--- config.mk ---
export PLATFORM = sky130hd
export DESIGN_NAME = issue_unit_flat
export DESIGN_NICKNAME = d
export VERILOG_FILES = /design/src/rtl/issue_unit_if.sv /design/src/rtl/issue_unit.sv /design/src/flat_wrapper.sv
export SDC_FILE = /design/constraint.sdc
export NUM_CORES = 1
export LEC_CHECK = 0
export BUFFER_PORTS_ARGS = -buffer_cell sky130_fd_sc_hd__buf_2
export CAP_MARGIN = 20
export CORE_MARGIN = 10
export CORE_UTILIZATION = 27
export CTS_CLUSTER_DIAMETER = 120
export CTS_CLUSTER_SIZE = 30
export DETAILED_ROUTE_END_ITERATION = 8
export GPL_TIMING_DRIVEN = 0
export SYNTH_ARGS = -nofsm -noshare
export SYNTH_HDL_FRONTEND = slang
export SYNTH_SLANG_ARGS = --single-unit
--- constraint.sdc ---
create_clock -name clk -period 7.1 [get_ports clk]
set_input_delay 0.355 -clock clk [delete_from_list [all_inputs] [get_ports clk]]
set_output_delay 0.355 -clock clk [all_outputs]
set_load 0.01 [all_outputs]
--- src/rtl/issue_unit_if.sv ---
// Interface bundle for the Tomasulo issue stage.
// Groups the decoder handshake, the reservation-station release and CDB
// inputs, and the registered issue packet going to the reservation stations.
//   slave  : the issue unit side (consumes decoder/release/CDB, drives issue)
//   master : the environment side (decoder, RS release logic, CDB)
// Signals:
//   in_valid/in_ready        decoder handshake
//   in_inactive, in_mem, in_mul, in_lw_sw, in_rs1, in_rs2, in_rd  decoded fields
//   rs_release_valid/tag     reservation slot freed this cycle
//   cdb_valid/cdb_tag        common data bus broadcast
//   iss_*                    registered issue packet, iss_valid is a 1-cycle pulse
//   stall_cnt                saturating count of stalled cycles
interface issue_unit_if #(
  parameter int TAG_W = 4
);
  logic             in_valid;
  logic             in_ready;
  logic             in_inactive;
  logic             in_mem;
  logic             in_mul;
  logic             in_lw_sw;
  logic [4:0]       in_rs1;
  logic [4:0]       in_rs2;
  logic [4:0]       in_rd;
  logic             rs_release_valid;
  logic [TAG_W-1:0] rs_release_tag;
  logic             cdb_valid;
  logic [TAG_W-1:0] cdb_tag;
  logic             iss_valid;
  logic [TAG_W-1:0] iss_tag;
  logic [1:0]       iss_class;
  logic             iss_lw_sw;
  logic [4:0]       iss_rs1;
  logic [4:0]       iss_rs2;
  logic [4:0]       iss_rd;
  logic [TAG_W-1:0] iss_q1;
  logic [TAG_W-1:0] iss_q2;
  logic             iss_has_rd;
  logic [15:0]      stall_cnt;

  modport slave (
    input  in_valid, in_inactive, in_mem, in_mul, in_lw_sw,
           in_rs1, in_rs2, in_rd,
           rs_release_valid, rs_release_tag, cdb_valid, cdb_tag,
    output in_ready, iss_valid, iss_tag, iss_class, iss_lw_sw,
           iss_rs1, iss_rs2, iss_rd, iss_q1, iss_q2, iss_has_rd, stall_cnt
  );

  modport master (
    output in_valid, in_inactive, in_mem, in_mul, in_lw_sw,
           in_rs1, in_rs2, in_rd,
           rs_release_valid, rs_release_tag, cdb_valid, cdb_tag,
    input  in_ready, iss_valid, iss_tag, iss_class, iss_lw_sw,
           iss_rs1, iss_rs2, iss_rd, iss_q1, iss_q2, iss_has_rd, stall_cnt
  );
endinterface

--- src/rtl/issue_unit.sv ---
// Tomasulo issue stage.
// Holds one decoded instruction, allocates the lowest free reservation slot
// of its class (ALU / MUL / MEM), renames rs1/rs2 through a 32-entry
// register status table (RST) with CDB bypass, and emits a registered issue
// packet. The decoder is stalled while the held instruction's class is full.
// Ports:
//   clk    : clock, rising edge
//   rst_n  : asynchronous active-low reset
//   bus    : issue_unit_if.slave (decoder handshake, release, CDB, issue packet)
module issue_unit #(
  parameter int NUM_ALU_RS = 3,
  parameter int NUM_MUL_RS = 2,
  parameter int NUM_MEM_RS = 3,
  parameter int TAG_W      = 4
) (
  input  logic         clk,
  input  logic         rst_n,
  issue_unit_if.slave  bus
);

  localparam int NUM_RS   = NUM_ALU_RS + NUM_MUL_RS + NUM_MEM_RS;
  localparam int MUL_BASE = NUM_ALU_RS;
  localparam int MEM_BASE = NUM_ALU_RS + NUM_MUL_RS;

  localparam logic [1:0] CLS_ALU = 2'b00;
  localparam logic [1:0] CLS_MUL = 2'b01;
  localparam logic [1:0] CLS_MEM = 2'b10;

  typedef enum logic {S_EMPTY, S_HELD} state_t;

  function automatic logic [15:0] sat_inc16(input logic [15:0] v);
    return (v == 16'hFFFF) ? v : v + 16'd1;
  endfunction

  // Source renaming: x0 never has a producer, and a tag broadcast on the
  // CDB in the issuing cycle is already resolved.
  function automatic logic [TAG_W-1:0] rename_src(
    input logic [4:0]       idx,
    input logic [TAG_W-1:0] tag,
    input logic             cdb_v,
    input logic [TAG_W-1:0] cdb_t
  );
    if (idx == 5'd0)             return '0;
    if (cdb_v && (cdb_t == tag)) return '0;
    return tag;
  endfunction

  state_t           r_state;
  logic [NUM_RS-1:0] r_busy;
  logic [TAG_W-1:0] r_rst [32];
  logic [15:0]      r_stall_cnt;

  logic [1:0]       r_h_cls;
  logic             r_h_lw_sw;
  logic [4:0]       r_h_rs1;
  logic [4:0]       r_h_rs2;
  logic [4:0]       r_h_rd;

  logic             r_iss_valid;
  logic [TAG_W-1:0] r_iss_tag;
  logic [1:0]       r_iss_class;
  logic             r_iss_lw_sw;
  logic [4:0]       r_iss_rs1;
  logic [4:0]       r_iss_rs2;
  logic [4:0]       r_iss_rd;
  logic [TAG_W-1:0] r_iss_q1;
  logic [TAG_W-1:0] r_iss_q2;
  logic             r_iss_has_rd;

  int               w_base;
  int               w_cnt;
  logic             w_found;
  logic [TAG_W-1:0] w_alloc_tag;
  logic [NUM_RS-1:0] w_alloc_mask;
  logic [NUM_RS-1:0] w_rel_mask;
  logic             w_issue_now;
  logic             w_accept;
  logic             w_is_load;
  logic             w_has_rd;
  logic [TAG_W-1:0] w_q1;
  logic [TAG_W-1:0] w_q2;
  logic [1:0]       w_in_cls;

  // Slot range of the held instruction's class
  always_comb begin
    w_base = 0;
    w_cnt  = NUM_ALU_RS;
    case (r_h_cls)
      CLS_MUL: begin w_base = MUL_BASE; w_cnt = NUM_MUL_RS; end
      CLS_MEM: begin w_base = MEM_BASE; w_cnt = NUM_MEM_RS; end
      default: ;
    endcase
  end

  // Lowest free slot: scan downward so the lowest index is written last.
  // Uses the busy bitmap before this cycle's release.
  always_comb begin
    w_found      = 1'b0;
    w_alloc_tag  = '0;
    w_alloc_mask = '0;
    for (int i = NUM_RS - 1; i >= 0; i--) begin
      if ((i >= w_base) && (i < w_base + w_cnt) && !r_busy[i]) begin
        w_found      = 1'b1;
        w_alloc_tag  = TAG_W'(i + 1);
        w_alloc_mask = '0;
        w_alloc_mask[i] = 1'b1;
      end
    end
  end

  // Release decode; tag 0 and out-of-range tags match no slot
  always_comb begin
    w_rel_mask = '0;
    for (int i = 0; i < NUM_RS; i++) begin
      if (bus.rs_release_valid && (bus.rs_release_tag == TAG_W'(i + 1)))
        w_rel_mask[i] = 1'b1;
    end
  end

  assign w_issue_now  = (r_state == S_HELD) && w_found;
  assign bus.in_ready = (r_state == S_EMPTY) || w_issue_now;
  assign w_accept     = bus.in_valid && bus.in_ready && !bus.in_inactive;
  assign w_in_cls     = bus.in_mem ? CLS_MEM : (bus.in_mul ? CLS_MUL : CLS_ALU);

  assign w_is_load = (r_h_cls == CLS_MEM) && r_h_lw_sw;
  assign w_has_rd  = !((r_h_cls == CLS_MEM) && !r_h_lw_sw) && (r_h_rd != 5'd0);
  assign w_q1      = rename_src(r_h_rs1, r_rst[r_h_rs1], bus.cdb_valid, bus.cdb_tag);
  assign w_q2      = w_is_load ? '0
                               : rename_src(r_h_rs2, r_rst[r_h_rs2], bus.cdb_valid, bus.cdb_tag);

  // Control state: FSM, busy bitmap, RST, issue packet, stall counter
  always_ff @(posedge clk or negedge rst_n) begin
    if (!rst_n) begin
      r_state      <= S_EMPTY;
      r_busy       <= '0;
      r_stall_cnt  <= '0;
      for (int i = 0; i < 32; i++) r_rst[i] <= '0;
      r_iss_valid  <= 1'b0;
      r_iss_tag    <= '0;
      r_iss_class  <= '0;
      r_iss_lw_sw  <= 1'b0;
      r_iss_rs1    <= '0;
      r_iss_rs2    <= '0;
      r_iss_rd     <= '0;
      r_iss_q1     <= '0;
      r_iss_q2     <= '0;
      r_iss_has_rd <= 1'b0;
    end else begin
      r_busy      <= (r_busy & ~w_rel_mask) | (w_issue_now ? w_alloc_mask : '0);
      r_iss_valid <= w_issue_now;

      // CDB clear first; the issue write below overrides it for rd
      for (int i = 0; i < 32; i++) begin
        if (bus.cdb_valid && (r_rst[i] == bus.cdb_tag)) r_rst[i] <= '0;
      end

      if (w_issue_now) begin
        if (w_has_rd) r_rst[r_h_rd] <= w_alloc_tag;
        r_iss_tag    <= w_alloc_tag;
        r_iss_class  <= r_h_cls;
        r_iss_lw_sw  <= r_h_lw_sw && (r_h_cls == CLS_MEM);
        r_iss_rs1    <= r_h_rs1;
        r_iss_rs2    <= r_h_rs2;
        r_iss_rd     <= r_h_rd;
        r_iss_q1     <= w_q1;
        r_iss_q2     <= w_q2;
        r_iss_has_rd <= w_has_rd;
      end

      case (r_state)
        S_EMPTY: if (w_accept) r_state <= S_HELD;
        S_HELD: begin
          if (w_issue_now) r_state <= w_accept ? S_HELD : S_EMPTY;
          else             r_stall_cnt <= sat_inc16(r_stall_cnt);
        end
        default: r_state <= S_EMPTY;
      endcase
    end
  end

  // Holding register data; validity is tracked by r_state alone
  always_ff @(posedge clk) begin
    if (w_accept) begin
      r_h_cls   <= w_in_cls;
      r_h_lw_sw <= bus.in_lw_sw;
      r_h_rs1   <= bus.in_rs1;
      r_h_rs2   <= bus.in_rs2;
      r_h_rd    <= bus.in_rd;
    end
  end

  assign bus.iss_valid  = r_iss_valid;
  assign bus.iss_tag    = r_iss_tag;
  assign bus.iss_class  = r_iss_class;
  assign bus.iss_lw_sw  = r_iss_lw_sw;
  assign bus.iss_rs1    = r_iss_rs1;
  assign bus.iss_rs2    = r_iss_rs2;
  assign bus.iss_rd     = r_iss_rd;
  assign bus.iss_q1     = r_iss_q1;
  assign bus.iss_q2     = r_iss_q2;
  assign bus.iss_has_rd = r_iss_has_rd;
  assign bus.stall_cnt  = r_stall_cnt;

endmodule

--- src/flat_wrapper.sv ---
// flat-port wrapper written by rule: the top's interface ports become plain ports
module issue_unit_flat 
#(
  parameter int NUM_ALU_RS = 3,
  parameter int NUM_MUL_RS = 2,
  parameter int NUM_MEM_RS = 3,
  parameter int TAG_W      = 4
)
  (clk, rst_n, bus_in_valid, bus_in_inactive, bus_in_mem, bus_in_mul, bus_in_lw_sw, bus_in_rs1, bus_in_rs2, bus_in_rd, bus_rs_release_valid, bus_rs_release_tag, bus_cdb_valid, bus_cdb_tag, bus_in_ready, bus_iss_valid, bus_iss_tag, bus_iss_class, bus_iss_lw_sw, bus_iss_rs1, bus_iss_rs2, bus_iss_rd, bus_iss_q1, bus_iss_q2, bus_iss_has_rd, bus_stall_cnt);
  issue_unit_if #(.TAG_W(TAG_W)) bus_i ();
  input  logic clk;
  input  logic rst_n;
  input wire logic [$bits(bus_i.in_valid)-1:0] bus_in_valid;
  input wire logic [$bits(bus_i.in_inactive)-1:0] bus_in_inactive;
  input wire logic [$bits(bus_i.in_mem)-1:0] bus_in_mem;
  input wire logic [$bits(bus_i.in_mul)-1:0] bus_in_mul;
  input wire logic [$bits(bus_i.in_lw_sw)-1:0] bus_in_lw_sw;
  input wire logic [$bits(bus_i.in_rs1)-1:0] bus_in_rs1;
  input wire logic [$bits(bus_i.in_rs2)-1:0] bus_in_rs2;
  input wire logic [$bits(bus_i.in_rd)-1:0] bus_in_rd;
  input wire logic [$bits(bus_i.rs_release_valid)-1:0] bus_rs_release_valid;
  input wire logic [$bits(bus_i.rs_release_tag)-1:0] bus_rs_release_tag;
  input wire logic [$bits(bus_i.cdb_valid)-1:0] bus_cdb_valid;
  input wire logic [$bits(bus_i.cdb_tag)-1:0] bus_cdb_tag;
  output wire logic [$bits(bus_i.in_ready)-1:0] bus_in_ready;
  output wire logic [$bits(bus_i.iss_valid)-1:0] bus_iss_valid;
  output wire logic [$bits(bus_i.iss_tag)-1:0] bus_iss_tag;
  output wire logic [$bits(bus_i.iss_class)-1:0] bus_iss_class;
  output wire logic [$bits(bus_i.iss_lw_sw)-1:0] bus_iss_lw_sw;
  output wire logic [$bits(bus_i.iss_rs1)-1:0] bus_iss_rs1;
  output wire logic [$bits(bus_i.iss_rs2)-1:0] bus_iss_rs2;
  output wire logic [$bits(bus_i.iss_rd)-1:0] bus_iss_rd;
  output wire logic [$bits(bus_i.iss_q1)-1:0] bus_iss_q1;
  output wire logic [$bits(bus_i.iss_q2)-1:0] bus_iss_q2;
  output wire logic [$bits(bus_i.iss_has_rd)-1:0] bus_iss_has_rd;
  output wire logic [$bits(bus_i.stall_cnt)-1:0] bus_stall_cnt;
  assign bus_i.in_valid = bus_in_valid;
  assign bus_i.in_inactive = bus_in_inactive;
  assign bus_i.in_mem = bus_in_mem;
  assign bus_i.in_mul = bus_in_mul;
  assign bus_i.in_lw_sw = bus_in_lw_sw;
  assign bus_i.in_rs1 = bus_in_rs1;
  assign bus_i.in_rs2 = bus_in_rs2;
  assign bus_i.in_rd = bus_in_rd;
  assign bus_i.rs_release_valid = bus_rs_release_valid;
  assign bus_i.rs_release_tag = bus_rs_release_tag;
  assign bus_i.cdb_valid = bus_cdb_valid;
  assign bus_i.cdb_tag = bus_cdb_tag;
  assign bus_in_ready = bus_i.in_ready;
  assign bus_iss_valid = bus_i.iss_valid;
  assign bus_iss_tag = bus_i.iss_tag;
  assign bus_iss_class = bus_i.iss_class;
  assign bus_iss_lw_sw = bus_i.iss_lw_sw;
  assign bus_iss_rs1 = bus_i.iss_rs1;
  assign bus_iss_rs2 = bus_i.iss_rs2;
  assign bus_iss_rd = bus_i.iss_rd;
  assign bus_iss_q1 = bus_i.iss_q1;
  assign bus_iss_q2 = bus_i.iss_q2;
  assign bus_iss_has_rd = bus_i.iss_has_rd;
  assign bus_stall_cnt = bus_i.stall_cnt;
  issue_unit #(.NUM_ALU_RS(NUM_ALU_RS), .NUM_MUL_RS(NUM_MUL_RS), .NUM_MEM_RS(NUM_MEM_RS), .TAG_W(TAG_W)) u_core (.clk(clk), .rst_n(rst_n), .bus(bus_i));
endmodule
# Yosys cells after proc, flatten, opt, wreduce, memory -nomap -nowiden
# Cells that the tools add are included.
dict set report word_totals {
  rom_bits 0
  output_inout_bits 49
  latchBits 0
  memories 0
  ram_bits 0
  word_cells 304
  input_bits 32
  register_bits 203
}
dict set report classes {
  div_mod_pow 0
  muxes 97
  eq_ne 45
  bitwise_logic 9
  add_sub_neg 2
  reduce_logical 81
  n_mul 0
  n_lt_le_gt_ge 20
  shifts 0
}
# cell count
set op_table {}
lappend op_table {{two-way mux 128 bit} 2}
lappend op_table {{two-way mux 4 bit} 54}
lappend op_table {{== test 4 bit} 34}
lappend op_table {{bitwise mux 128 bit} 1}
lappend op_table {{< comparator 4 x 32 -> 1 bit, first input constant} 4}
lappend op_table {{two-way mux 8 bit} 9}
lappend op_table {{logical AND 1 bit} 65}
lappend op_table {{< comparator 3 x 32 -> 1 bit, first input constant} 2}
lappend op_table {{binary-select mux 4 bit (select 5 bit)} 2}
lappend op_table {{< comparator 1 x 32 -> 1 bit, first input constant} 1}
lappend op_table {{< comparator 2 x 32 -> 1 bit, first input constant} 1}
lappend op_table {{two-way mux 1 bit} 26}
lappend op_table {{demux 4 bit (select 5 bit)} 1}
lappend op_table {{greater-or-equal comparator 6 bit, second input constant} 3}
lappend op_table {{inverter 5 -> 6 bit} 3}
lappend op_table {{adder 16 x 1 -> 16 bit, second input constant} 1}
lappend op_table {{== test 16 bit, second input constant} 1}
lappend op_table {{== test 4 x 3 -> 1 bit, second input constant} 4}
lappend op_table {{greater-or-equal comparator 3 bit, first input constant} 4}
lappend op_table {{zero test 1 bit} 11}
lappend op_table {{zero test 5 bit} 2}
lappend op_table {{AND 8 bit} 1}
lappend op_table {{== test 4 x 2 -> 1 bit, second input constant} 2}
lappend op_table {{inverter 8 bit} 1}
lappend op_table {{other kinds (15)} 19}

# Longest topological paths before layout
dict set report logic_depth {
  depth_word 21
  mapped_depth 12
}

# Least setup slack after synthesis
# Ideal clock, no wire load.
dict set report synth_timing {
  kind {register to register}
  start {reg u_core.r_h_cls[0]}
  end {reg u_core.r_h_cls[0] (enable)}
  stages_incl_launch_ff 7
  required_time_ns 6.680
  arrival_ns 2.621
  path_slack_ns 4.059
  path_buffers 0
  cell_sequence {edfxtp_1 > inv_1 > ha_1 > a21boi_0 > a211oi_1 > nand3_1 > nor3b_1}
}
dict set report synth_between {
  elab_chain_cells 18
  word_cells_on_any_way 49
}
# element line
set synth_rtl {}
lappend synth_rtl {{start, declared} issue_unit.sv:53} ;# logic [1:0] r_h_cls;
lappend synth_rtl {{start signal, assigned} issue_unit.sv:184} ;# r_h_cls <= w_in_cls;
lappend synth_rtl {{== test 2 bit / == test 2 x 1 -> 1 bit (equally long branches)} issue_unit.sv:88} ;# case (r_h_cls)
lappend synth_rtl {{one-hot mux 3 bit (2 select lines) / two-way mux 1 bit (equally long branches)} issue_unit.sv:88}
lappend synth_rtl {{adder 3 x 2 -> 4 bit} issue_unit.sv:102} ;# if ((i >= w_base) && (i < w_base + w_cnt) && !r_busy[i]) begin
lappend synth_rtl {{< comparator 4 x 32 -> 1 bit} issue_unit.sv:102}
lappend synth_rtl {{logical AND 1 bit (2 in series)} issue_unit.sv:102}
lappend synth_rtl {{two-way mux 1 bit (7 in series)} issue_unit.sv:102}
lappend synth_rtl {{two-way mux 1 bit (*)} issue_unit.sv:102}
lappend synth_rtl {{logical AND 1 bit (*)} issue_unit.sv:120} ;# assign w_issue_now = (r_state == S_HELD) && w_found;
lappend synth_rtl {{logical OR 1 bit (*)} issue_unit.sv:121} ;# assign bus.in_ready = (r_state == S_EMPTY) || w_issue_now;
lappend synth_rtl {{net bus_in_ready} flat_wrapper.sv:25} ;# output wire logic [$bits(bus_i.in_ready)-1:0] bus_in_ready;
lappend synth_rtl {{logical AND 1 bit (*) (2 in series)} issue_unit.sv:122} ;# assign w_accept = bus.in_valid && bus.in_ready && !bus.in_inactive;
lappend synth_rtl {{net u_core.w_accept} issue_unit.sv:77} ;# logic w_accept;
# The timed path passes the listed nets; every way through them passes the cells marked *.
# A chain may end at the register's enable or synchronous reset.

# Worst setup path in the final report
dict set report layout_timing {
  start {reg u_core.r_h_cls[0]}
  end {reg u_core.r_rst[28] (netlist name)}
}
dict set report layout_between {
  elab_chain_cells 16
  word_cells_on_any_way 59
}
# element line
set layout_rtl {}
lappend layout_rtl {{== test 2 bit / == test 2 x 1 -> 1 bit (equally long branches)} {issue_unit.sv:88, issue_unit.sv:126}}
lappend layout_rtl {{one-hot mux 3 bit (2 select lines) / two-way mux 1 bit (equally long branches)} issue_unit.sv:88}
lappend layout_rtl {{adder 3 x 2 -> 4 bit} issue_unit.sv:102}
lappend layout_rtl {{< comparator 4 x 32 -> 1 bit} issue_unit.sv:102}
lappend layout_rtl {{logical AND 1 bit (2 in series)} issue_unit.sv:102}
lappend layout_rtl {{two-way mux 4 bit / two-way mux 1 bit (equally long branches) (7 in series)} issue_unit.sv:102}
lappend layout_rtl {{bitwise mux 128 bit / two-way mux 1 bit (equally long branches)} {issue_unit.sv:158, issue_unit.sv:102}}
lappend layout_rtl {{two-way mux 128 bit / logical AND 1 bit (equally long branches)} {issue_unit.sv:158, issue_unit.sv:120}}
lappend layout_rtl {{two-way mux 128 bit (*)} issue_unit.sv:157} ;# if (w_issue_now) begin
lappend layout_rtl {{end signal, assigned by index} issue_unit.sv:158} ;# if (w_has_rd) r_rst[r_h_rd] <= w_alloc_tag;
lappend layout_rtl {{end, declared} issue_unit.sv:50} ;# logic [TAG_W-1:0] r_rst [32];
# Mark *: on every way between the ends. The rest lies on a longest branch, timed or not.

==> impl_metrics.yaml <==
timing:
  skew_ns: 0.0222
  slew_headroom_pct: 22.1
  timing.fmax_ghz: 0.270
  finalCritPeriodShare_pct: 52.2
  final_max_slew_viol_count: 0
  hold_viol_final: 0
  period_needed_ns: 3.71
  tns_ns: 0
  grt_setup_unrepaired: "no"
  finalSetupViolCount: 0
  tightest_slew_ns: 1.17
clocking:
  clk_latency_ns: 0.50
  cts_hold_buffers: 1
  cts_resized: 0
  cts_sinks: 203
  cts_tree: "yes"
  cts_buffer_depth: 3
  numCtsBuffers: 10
  postCtsSetupRepairBufs: 0
  cts-htree-levels: 1
  clk_pin_slew_ns: 0.12
  cts_root_buf: "clkbuf_16"
logic_synthesis:
  yosys_warnings: 0
  synthXorXnorAreaFrac_pct: 7.65
  synth_cells: 1224
  synthSimpleGateAreaFrac_pct: 16.5
  synth-seq-area-share_pct: 43.9
  synth_nets: 1260
  synthAdderAreaFrac_pct: 0.424
  synth_mux_area_share_pct: 12.2
  syn-cell-area_sq_um: 11800
  synth_top_family_by_area: "simple AND/OR/NAND/NOR gates"
  synth.avg_cell_area_sq_um: 9.63
  synthArstFlopShare_pct: 91.1
  synth_compound_area_share_pct: 15.2
  synth_edf_count: 18
  synth.distinct_cells: 62
  ys_ff_latch: 203
  synth-main-ff-cell: "dfrtp_1"
final_layout:
  nFillCells: 4553
  nets: 1353
  syn2layout_area_growth_pct: 12.9
  layout_commonest_cell: "dfrtp_1"
  drive_above_1_share_pct: 12.2
  n_antenna_cell: 0
  fin_cells: 1906
  final_cell_mix: "185 x dfrtp_1, 166 x o21ai_0, 153 x nand3_1"
routing:
  ant_nets: 0
  drc_errors: 0
  drt_iter0_markers: 1422
  num_vias: 10500
  wl_mm: 45.1
  dr.pass1.iters: 8
  wl_per_cell_microns: 23.6
  vias_per_cell: 5.50
grt:
  grt_pass1_wl_mm: 66.8
  antenna_found_initial: 0
  grt_util_all_layers_pct: 16.5
  gr-total-overflow: 0
  grt_max_degree: 111
  grt_pass1_vias: 10100
setup_path:
  r2r-end: "u_core.r_rst[28]"
  end_kind: "register"
  worstRegToRegCells: 11
  startpoint: "u_core.r_h_cls[0]"
  crit_required_ns: 7.44
  reg2reg_slack_ns: 3.39
  r2r_start: "u_core.r_h_cls[0]"
  cp_max_fo: 10
  critPathKind: "reg -> reg"
  worstPathArrival_ns: 4.05
  crit_end: "u_core.r_rst[28]"
  cp-start-kind: "register"
place:
  place.gp.congestion: 1.01
  place_inst: 1888
  port_buffers: 75
  place_hpwl_mm: 33.8
floorplan:
  io-pin-count: 81
  die_area_sq_um: 52400
  core_area_sq_um: 43200
  die_y_microns: 229
  initial_core_util_pct: 27.3
  die-width_microns: 229
  rows: 76
pwr:
  peakVddDrop_mv: 0.192
  p_comb_share_pct: 39.4
  p_sw_mw: 2.09
  p_leak_nw: 5.58
  swShare_pct: 43.6
  internal_power_mw: 2.70
  clockPowerShare_pct: 14.2
  p_per_area_nw_per_um2: 360
  p_seq_share_pct: 46.4
worst_hold_path:
  hold_path_class: "in -> reg"
run:
  drv_cap: 0
outcome:
  run_status: "finished clean"
## cell families (layout without fill, tap and decap cells)
logic type,Yosys count,in the layout
compound gates,290,290
xor+xnor,103,103
fa+ha+maj,4,4
buf+inv,121,218
flops,203,203
mux,100,100
simple gates,403,403
## stage by stage
step	instance area [sq um]	setup WS [ns]	hold slack, ns	power (mW)	util (%)
after detailed placement	13000	3.53	0.368	4.08	30.1
after floorplan	11800	4.06	0.0594	3.26	-
after global placement	12900	2.68	0.458	4.03	29.9
after global routing	13300	3.21	0.0190	5.07	30.8
after CTS	13300	3.50	0.0174	4.75	30.8
final	13300	3.39	0.0243	4.79	30.8
## routing by layer
metal	GRT usage [%]	routed length (microns)	vias up
met5	0	0	-
met3	3.77	4010	97
li1	-	-	4665
met2	26.3	20500	515
met1	21.2	18700	5198
met4	6.25	1770	0
## state kept, by name, indices dropped and copies added, names as in the netlist, 2 cells and up
name	flops
u_core.bus.iss_q2	4
u_core.r_h_rs2	5
u_core.bus.iss_q1	4
u_core.r_h_rd	5
u_core.bus.iss_tag	4
u_core.bus.iss_rd	5
u_core.bus.iss_rs1	5
u_core.r_h_rs1	5
u_core.r_h_cls	2
u_core.bus.stall_cnt	16
u_core.bus.iss_rs2	5
u_core.bus.iss_class	2
u_core.r_rst	128
u_core.r_busy	8
## power by group through the flow
stage | logic [mW] | clock network [mW] | registers (mW)
floorplan | 1.23 | 0 | 2.03
global placement | 1.82 | 0 | 2.21
detailed placement | 1.86 | 0 | 2.22
CTS | 1.87 | 0.690 | 2.20
global route | 2.07 | 0.728 | 2.27
finish | 1.89 | 0.678 | 2.22
## cell type report
class | instances | area [sq um] | share of cell area, %
multi-input cells | 900 | 6150 | 46.2
flip-flops and latches | 203 | 5170 | 38.8
well taps | 585 | 732 | 5.50
repair buffers | 81 | 464 | 3.49
plain buffers | 73 | 324 | 2.43
clock buffers | 15 | 290 | 2.18
inverters | 48 | 180 | 1.35
clock inverters | 1 | 8.76 | 0.0658
## cell usage after synthesis, types with 11 or more instances
library cell | number | area, sq um
dfrtp_1 | 185 | 4630
o21ai_0 | 166 | 831
nand3_1 | 153 | 766
nand2_1 | 130 | 488
xor2_1 | 70 | 613
mux2i_1 | 53 | 531
inv_1 | 45 | 169
clkbuf_1 | 44 | 165
nor3_1 | 33 | 165
xnor2_1 | 33 | 289
mux4_2 | 24 | 541
nor2_1 | 19 | 71.3
nor2b_1 | 19 | 119
edfxtp_1 | 18 | 541
o22ai_1 | 17 | 106
a222oi_1 | 16 | 160
buf_2 | 15 | 75.1
mux2_2 | 15 | 169
a21oi_1 | 14 | 70.1
a22oi_1 | 12 | 90.1
a221oi_1 | 11 | 96.3
## critical path, stage by stage (launching register included)
cell,delay [ns]
edfxtp_1,0.44
inv_1,0.15
ha_1,0.21
a21boi_0,0.31
a211oi_1,0.16
nand2_1,0.09
nand2_1,0.12
clkbuf_1,0.40
nor4_2,1.03
nand2_1,0.36
nand3_1,0.19
o21ai_0,0.10
## worst min-delay path by stage
stage                                startpoint                       to  slack, ns  cells past startpoint
final                             bus_in_rs1[0]        u_core.r_h_rs1[0]       0.02                      1
after global routing               bus_in_lw_sw         u_core.r_h_lw_sw       0.02                      1
after CTS                          bus_in_lw_sw         u_core.r_h_lw_sw       0.02                      1
after detailed placement                  rst_n         u_core.r_busy[6]       0.37                      1
after global placement    u_core.bus.iss_rs2[3]    u_core.bus.iss_rs2[3]       0.46                      2
after floorplan                           rst_n  u_core.bus.iss_class[0]       0.06                      0
No activity file was read; power rests on OpenSTA's default activity.
